**src/rtl/fifo_rd_ctrl_prog.sv**
```systemverilog
// Read-domain controller for the async FIFO.
// Owns the read pointer; flags empty, almost-empty, level and underflow.
module fifo_rd_ctrl_prog #(
    parameter int DEPTH  = 16,
    parameter int ADDR_W = $clog2(DEPTH),
    parameter int PTR_W  = ADDR_W + 1,
    parameter int AE_RST = 2
) (
    input  logic              RCLK,
    input  logic              RRSTn,
    input  logic              RINC,
    input  logic [PTR_W-1:0]  RQ2_WPTR,
    input  logic              RAE_WE,
    input  logic [PTR_W-1:0]  RAE_THRESH,
    input  logic              RUF_CLR,
    output logic [PTR_W-1:0]  RPTR,
    output logic [ADDR_W-1:0] RADDR,
    output logic              REMPTY,
    output logic              RALMOST_EMPTY,
    output logic [PTR_W-1:0]  RLEVEL,
    output logic              RUNDERFLOW
);

    localparam logic [PTR_W-1:0] THR_RST = PTR_W'(AE_RST);

    // Gray to binary: each bit is the XOR of all Gray bits at or above it.
    function automatic logic [PTR_W-1:0] gray2bin(input logic [PTR_W-1:0] g);
        logic [PTR_W-1:0] b;
        b = '0;
        b[PTR_W-1] = g[PTR_W-1];
        for (int i = PTR_W - 2; i >= 0; i--) begin
            b[i] = b[i+1] ^ g[i];
        end
        return b;
    endfunction

    logic [PTR_W-1:0] rbin;
    logic [PTR_W-1:0] thresh;

    logic             pop;
    logic             uf_set;
    logic [PTR_W-1:0] rbin_nxt;
    logic [PTR_W-1:0] rgray_nxt;
    logic [PTR_W-1:0] wbin;
    logic [PTR_W-1:0] level_nxt;
    logic             empty_nxt;
    logic             ae_nxt;
    logic             uf_nxt;

    // Next pointer, level and flag values from this cycle's request.
    always_comb begin
        pop       = RINC & ~REMPTY;
        uf_set    = RINC & REMPTY;
        rbin_nxt  = rbin + PTR_W'(pop);
        rgray_nxt = rbin_nxt ^ (rbin_nxt >> 1);
        wbin      = gray2bin(RQ2_WPTR);
        level_nxt = wbin - rbin_nxt;
        empty_nxt = (rgray_nxt == RQ2_WPTR);
        ae_nxt    = (level_nxt <= thresh);
        uf_nxt    = RUNDERFLOW;
        if (RUF_CLR) begin
            uf_nxt = 1'b0;
        end
        if (uf_set) begin
            uf_nxt = 1'b1;
        end
    end

    // Pointer registers: binary count plus its Gray and address images.
    always_ff @(posedge RCLK) begin
        if (!RRSTn) begin
            rbin  <= '0;
            RPTR  <= '0;
            RADDR <= '0;
        end else begin
            rbin  <= rbin_nxt;
            RPTR  <= rgray_nxt;
            RADDR <= rbin_nxt[ADDR_W-1:0];
        end
    end

    // Status flags and fill level, all registered off next-state values.
    always_ff @(posedge RCLK) begin
        if (!RRSTn) begin
            REMPTY        <= 1'b1;
            RALMOST_EMPTY <= 1'b1;
            RLEVEL        <= '0;
            RUNDERFLOW    <= 1'b0;
        end else begin
            REMPTY        <= empty_nxt;
            RALMOST_EMPTY <= ae_nxt;
            RLEVEL        <= level_nxt;
            RUNDERFLOW    <= uf_nxt;
        end
    end

    // Almost-empty threshold; a new value is used from the cycle after loading.
    always_ff @(posedge RCLK) begin
        if (!RRSTn) begin
            thresh <= THR_RST;
        end else if (RAE_WE) begin
            thresh <= RAE_THRESH;
        end
    end

endmodule

```
**config.mk**
```make
export PLATFORM = sky130hd
export DESIGN_NAME = fifo_rd_ctrl_prog
export DESIGN_NICKNAME = d
export VERILOG_FILES = /design/src/rtl/fifo_rd_ctrl_prog.sv
export SDC_FILE = /design/constraint.sdc
export NUM_CORES = 1
export LEC_CHECK = 0
export CORE_ASPECT_RATIO = 1.25
export CORE_MARGIN = 1
export CORE_UTILIZATION = 40
export DETAILED_ROUTE_END_ITERATION = 8
export GPL_TIMING_DRIVEN = 1
export PLACE_DENSITY = 0.72
export SYNTH_ARGS = -nofsm -noshare
export SYNTH_HDL_FRONTEND = slang
export SYNTH_SLANG_ARGS = --single-unit
```
**constraint.sdc**
```tcl
create_clock -name RCLK -period 4.5 [get_ports RCLK]
set_input_delay 0.9 -clock RCLK [delete_from_list [all_inputs] [get_ports RCLK]]
set_output_delay 0.9 -clock RCLK [all_outputs]
set_load 0.01 [all_outputs]
```
After elaboration in Yosys (flattened, before gate mapping). Index checks and enable logic that the tools add are counted.

Memories: 0. Register bits: 27. Logic and storage cells: 23. Latch bits: 0. RAM bits: 0. Bits in read-only memories: 0.

Muxes and demuxes: 2. Bitwise gates (word level): 8. Reduce and logical (&&, ||, !) cells: 1. Divide/modulo/power cells: 0. Shifts and indexed selects: 0. Equal/unequal tests: 1. $lt $le $gt $ge: 1. Multiply operators: 0. Add/subtract/negate cells: 2.

Operators with widths (number): $add A5 B1 Y5 (1); $eq A5 B5 Y1 (1); $le A5 B5 Y1 (1); $sub A5 B5 Y5 (1); $xor A5 B4 Y5 (1); $xor A1 B1 Y1 (4); $and A1 B1 Y1 (2); $mux W1 (2); $reduce_bool A2 Y1 (1); $not A1 Y1 (1).

Logic depth before layout (Yosys ltp).
Depth after elaboration: 6. Gate-level depth with buffers: 13. Depth with buffers taken out: 13.

Least setup slack after synthesis. OpenSTA, ideal clock, no wires.

Path type: input-to-reg. From: in RQ2_WPTR[4]. To: reg RALMOST_EMPTY. Path buffers: 0. Data arrival time: 3.427 ns. Required time: 4.418 ns. Library setup time: 0.082 ns. Path slack: 0.991 ns. Stages on the path: 13. Cell sequence: xor2_1 > xnor2_1 > xor2_1 > xor2_1 > ha_1 > fa_1 > inv_1 > ha_1 > nor2b_1 > o21a_1 > o21a_1 > o21a_1 > o221ai_1.

Longest elaborated chain between the ends: 6.

RTL lines: from (decl) (line 12) `input logic [PTR_W-1:0] RQ2_WPTR,`; $xor A1 B1 Y1 (*) (3 in a row) (line 32) `b[i] = b[i+1] ^ g[i];`; $xor A1 B1 Y1 (line 32); $sub A5 B5 Y5 (*) (line 57) `level_nxt = wbin - rbin_nxt;`; via level_nxt[1] (line 45) `logic [PTR_W-1:0] level_nxt;`; $le A5 B5 Y1 (*) (line 59) `ae_nxt = (level_nxt <= thresh);`; to (signal assigned) (line 91) `RALMOST_EMPTY <= ae_nxt;`; to (decl) (line 19) `output logic RALMOST_EMPTY,`.

The timed path passes the listed nets; every way through them passes the cells marked *. A chain may end at the register's enable or synchronous reset.

Final worst setup path. Ends and elaborated chain as after synthesis.

==> summary.md <==
| Metric | Value |
|---|---|
| Ys Warns | `0` |
| CTS sink cnt | `22` |
| Via count | `around 900` |
| Internal power | `between 0.3 and 0.4 mW` |
| Critical Path Max Stage Delay | `0.55 ns` |
| Post-synthesis register bit count | `22` |
| Most common cell after layout, fill and taps aside | `clkdlybuf4s50_1` |
| Residual DRC | `0` |
| Slew @ Worst Pin | `between 0.5 and 0.6 ns` |
| Hold_ws | `around 0.49 ns` |
| Clock power frac | `0.217` |
| I/O Buffers | `31` |
| Hold Vio Cnt, Final | `0` |
| Area of the multi-input gates | `between 700 and 800 um2` |
| Routed wire length | `2.188 mm` |
| Area contributors post-synth | `dfxtp_1, ha_1, xor2_1, xnor2_1, nor2b_1` |
| Slowest CP cell | `clkdlybuf4s50_1` |
| Top cell type's share of synthesized area | `0.3678` |
| Worst EP required | `roughly 4.7 ns` |
| Switching share of power | `0.2806` |
| Post-DP HPWL | `1.834 mm` |
| Maximum vdd drop | `~0.00014 V` |
| Final setup fails | `0` |
| Post-CTS setup buffers | `0` |
| Tcrit/Tclk final | `0.8835` |
| Fin. max-slew vios | `0` |
| Final setup margin | `~0.52 ns` |
| Critical path class | `in -> reg` |
| Worst EP arrival | `about 4.2 ns` |
| Mean post-synth cell area | `about 10 um2` |
| Largest net degree at the start of global routing | `23` |
| PnR Total Power | `slightly below 0.5 mW` |
| Seq/Total Area, Yosys | `0.3678` |
| Setup TNS | `0 ns` |
| Starting DRT DRC Count | `5` |
| Fill cells | `roughly 270` |
| Core Box Area | `approximately 2800 um2` |
| Final #Nets | `180` |
| Die Y | `63.17 um` |
| Worst-path clk slew | `roughly 0.11 ns` |
| Layout cells sized above 1 | `0.05263` |
| Fmax | `251.5 MHz` |
| First-pass GRT wire length | `around 3.7 mm` |
| Crit end category | `flop` |
| DR pass1 iterations | `3` |
| Clock skew after layout | `0.002600 ns` |
| Relative slew slack | `0.5993` |
| Area delta synth->final | `31.56%` |
| Clock Latency Late Sink | `~0.30 ns` |
| GRT overflow | `0` |
| Power per Cell Area | `slightly above 300 nW/um2` |
| Crit start category | `input port` |
| Avg WL per Cell | `approximately 12 um` |
| Post-synthesis cell count | `between 100 and 150` |
| IO Pins | `32` |
| GPL Wtd Cong | `0.7641` |
| Vias in the first global route | `roughly 900` |
| Post_cts resized | `0` |
| Synth area leader | `dfxtp_1` |
| N_diodes | `0` |
| Die area | `~3200 um2` |
| Sw power | `between 0.1 and 0.15 mW` |
| FP Rows | `21` |
| Leakage | `about 0.67 nW` |
| Sequential standard cell area | `between 400 and 500 um2` |
| Min cycle time layout | `3.976 ns` |
| Crit-path cells | `clkdlybuf4s50_1, xor2_1, xnor2_1, xor2_1, xor2_1, ha_1, fa_1, inv_1, ha_1, nor2b_1, o21a_1, o21a_1, o21a_1, o221ai_1` |
| Delay-heaviest family, CP | `adder cells` |
| Combinational power share | `0.339` |
| Commonest non-fill, non-tap cells in the layout | `clkdlybuf4s50_1, dfxtp_1, inv_1, nor2b_1, ha_1` |
| RSZ-0062 raised after global routing | `no` |
| Count of cell types in the netlist | `26` |
| MaxCap Viol Count | `0` |
| CP bufs+invs | `2` |
| DRT antenna net count | `0` |
| Part of the power in registers | `0.444` |
| Synthesized area | `between 1000 and 1500 um2` |
| Initial Util | `0.4340` |
| HP Class | `reg -> reg` |
| Total track usage | `0.1518` |
| CTS tree | `yes` |
| Crit-path max FO | `3` |
| Cts hold-fix bufs | `0` |
| Setup WS pre-CTS | `0.1819 ns` |
| Die Width | `about 51 um` |
| H-tree depth | `1` |
| TritonCTS buffer count | `3` |
| CTS max path bufs | `2` |
| CTS root buffer | `clkbuf_4` |
| Net Count, Synth | `147` |
| Status | `complete, no violations` |
| Vias per cell | `4.828` |
| Initial antenna violation count | `0` |
==> kinds of logic (layout without fill, tap and decap cells) <==
kind of cell | count (synthesis) | after routing | share of synthesized area
adder cells (fa/ha/maj) | 12 | 12 | 0.1317
multiplexers | 5 | 5 | 0.04284
AND/OR/NAND/NOR | 32 | 32 | 0.1526
XOR/XNOR | 21 | 21 | 0.1787
flip-flops | 22 | 22 | 0.3678
buffers and inverters | 14 | 46 | 0.04389
AO/OA/AOI/OAI | 14 | 14 | 0.08255
==> synth_stat cells, drive strengths merged <==
cell type	number
inv	11
o221ai	1
and3	1
nor3	1
nand3	3
a21o	2
ha	11
nand2	5
xnor2	8
xor3	1
clkbuf	3
a21oi	3
o21ai	1
o21a	3
xor2	12
fa	1
a31oi	1
a21boi	1
and2	10
o211ai	2
mux2i	4
nand2b	1
nor2b	11
dfxtp	22
mux2	1
==> per-layer routing <==
layer	wire length (um)	vias up	share of wire	track usage
li1	-	451	-	-
met2	1182	24	0.54	0.2911
met1	865	419	0.40	0.1535
met3	107	4	0.049	0.02657
met5	0	-	0	0
met4	32	0	0.015	0.06250
==> worst min-delay path, delay by kind of cell (launching register included) <==
family | cells | cell delay [ns]
and+or+nand+nor | 1 | 0.06
AOI/OAI and AO/OA | 1 | 0.06
DFF | 1 | 0.33
==> path summary, 6_finish.rpt <==
kind	to	start	cells past startpoint	slack [ns]
hold reg to reg	RUNDERFLOW	RUNDERFLOW	2	0.49
hold / removal	RUNDERFLOW	RUNDERFLOW	2	0.49
setup reg to reg	RALMOST_EMPTY	REMPTY	12	1.55
setup / recovery	RALMOST_EMPTY	RQ2_WPTR[4]	14	0.52
==> area by class of cell <==
cell class              count  area share
multi-input cells          84      0.4472
repair buffers             31      0.1970
flip-flops and latches     22      0.2796
well taps                  34     0.02701
clock buffers               4     0.02303
inverters                  11     0.02621
==> sequential cells by signal, summed over array words and instances, names as in the netlist <==
signal         flops
RADDR              3
rbin               1
RALMOST_EMPTY      1
RPTR               5
thresh             5
RUNDERFLOW         1
RLEVEL             5
REMPTY             1
==> power by group through the flow <==
stage / registers (mW) / clock network [mW] / logic (mW)
global placement: 0.223 / 0 / 0.160
detailed placement: 0.223 / 0 / 0.169
floorplan: 0.230 / 0 / 0.0947
finish: 0.218 / 0.106 / 0.167
global route: 0.220 / 0.121 / 0.187
CTS: 0.219 / 0.112 / 0.170
==> metrics by stage <==
stage | util | instance area, um2 | instances
3_3_place_gp | 0.5578 | 1539 | 182
5_1_grt | 0.5710 | 1575 | 186
6_report | 0.5710 | 1575 | 186
4_1_cts | 0.5710 | 1575 | 186
3_5_place_dp | 0.5578 | 1539 | 182
2_1_floorplan | - | 1197 | 120
(Power assumes the default switching activity.)
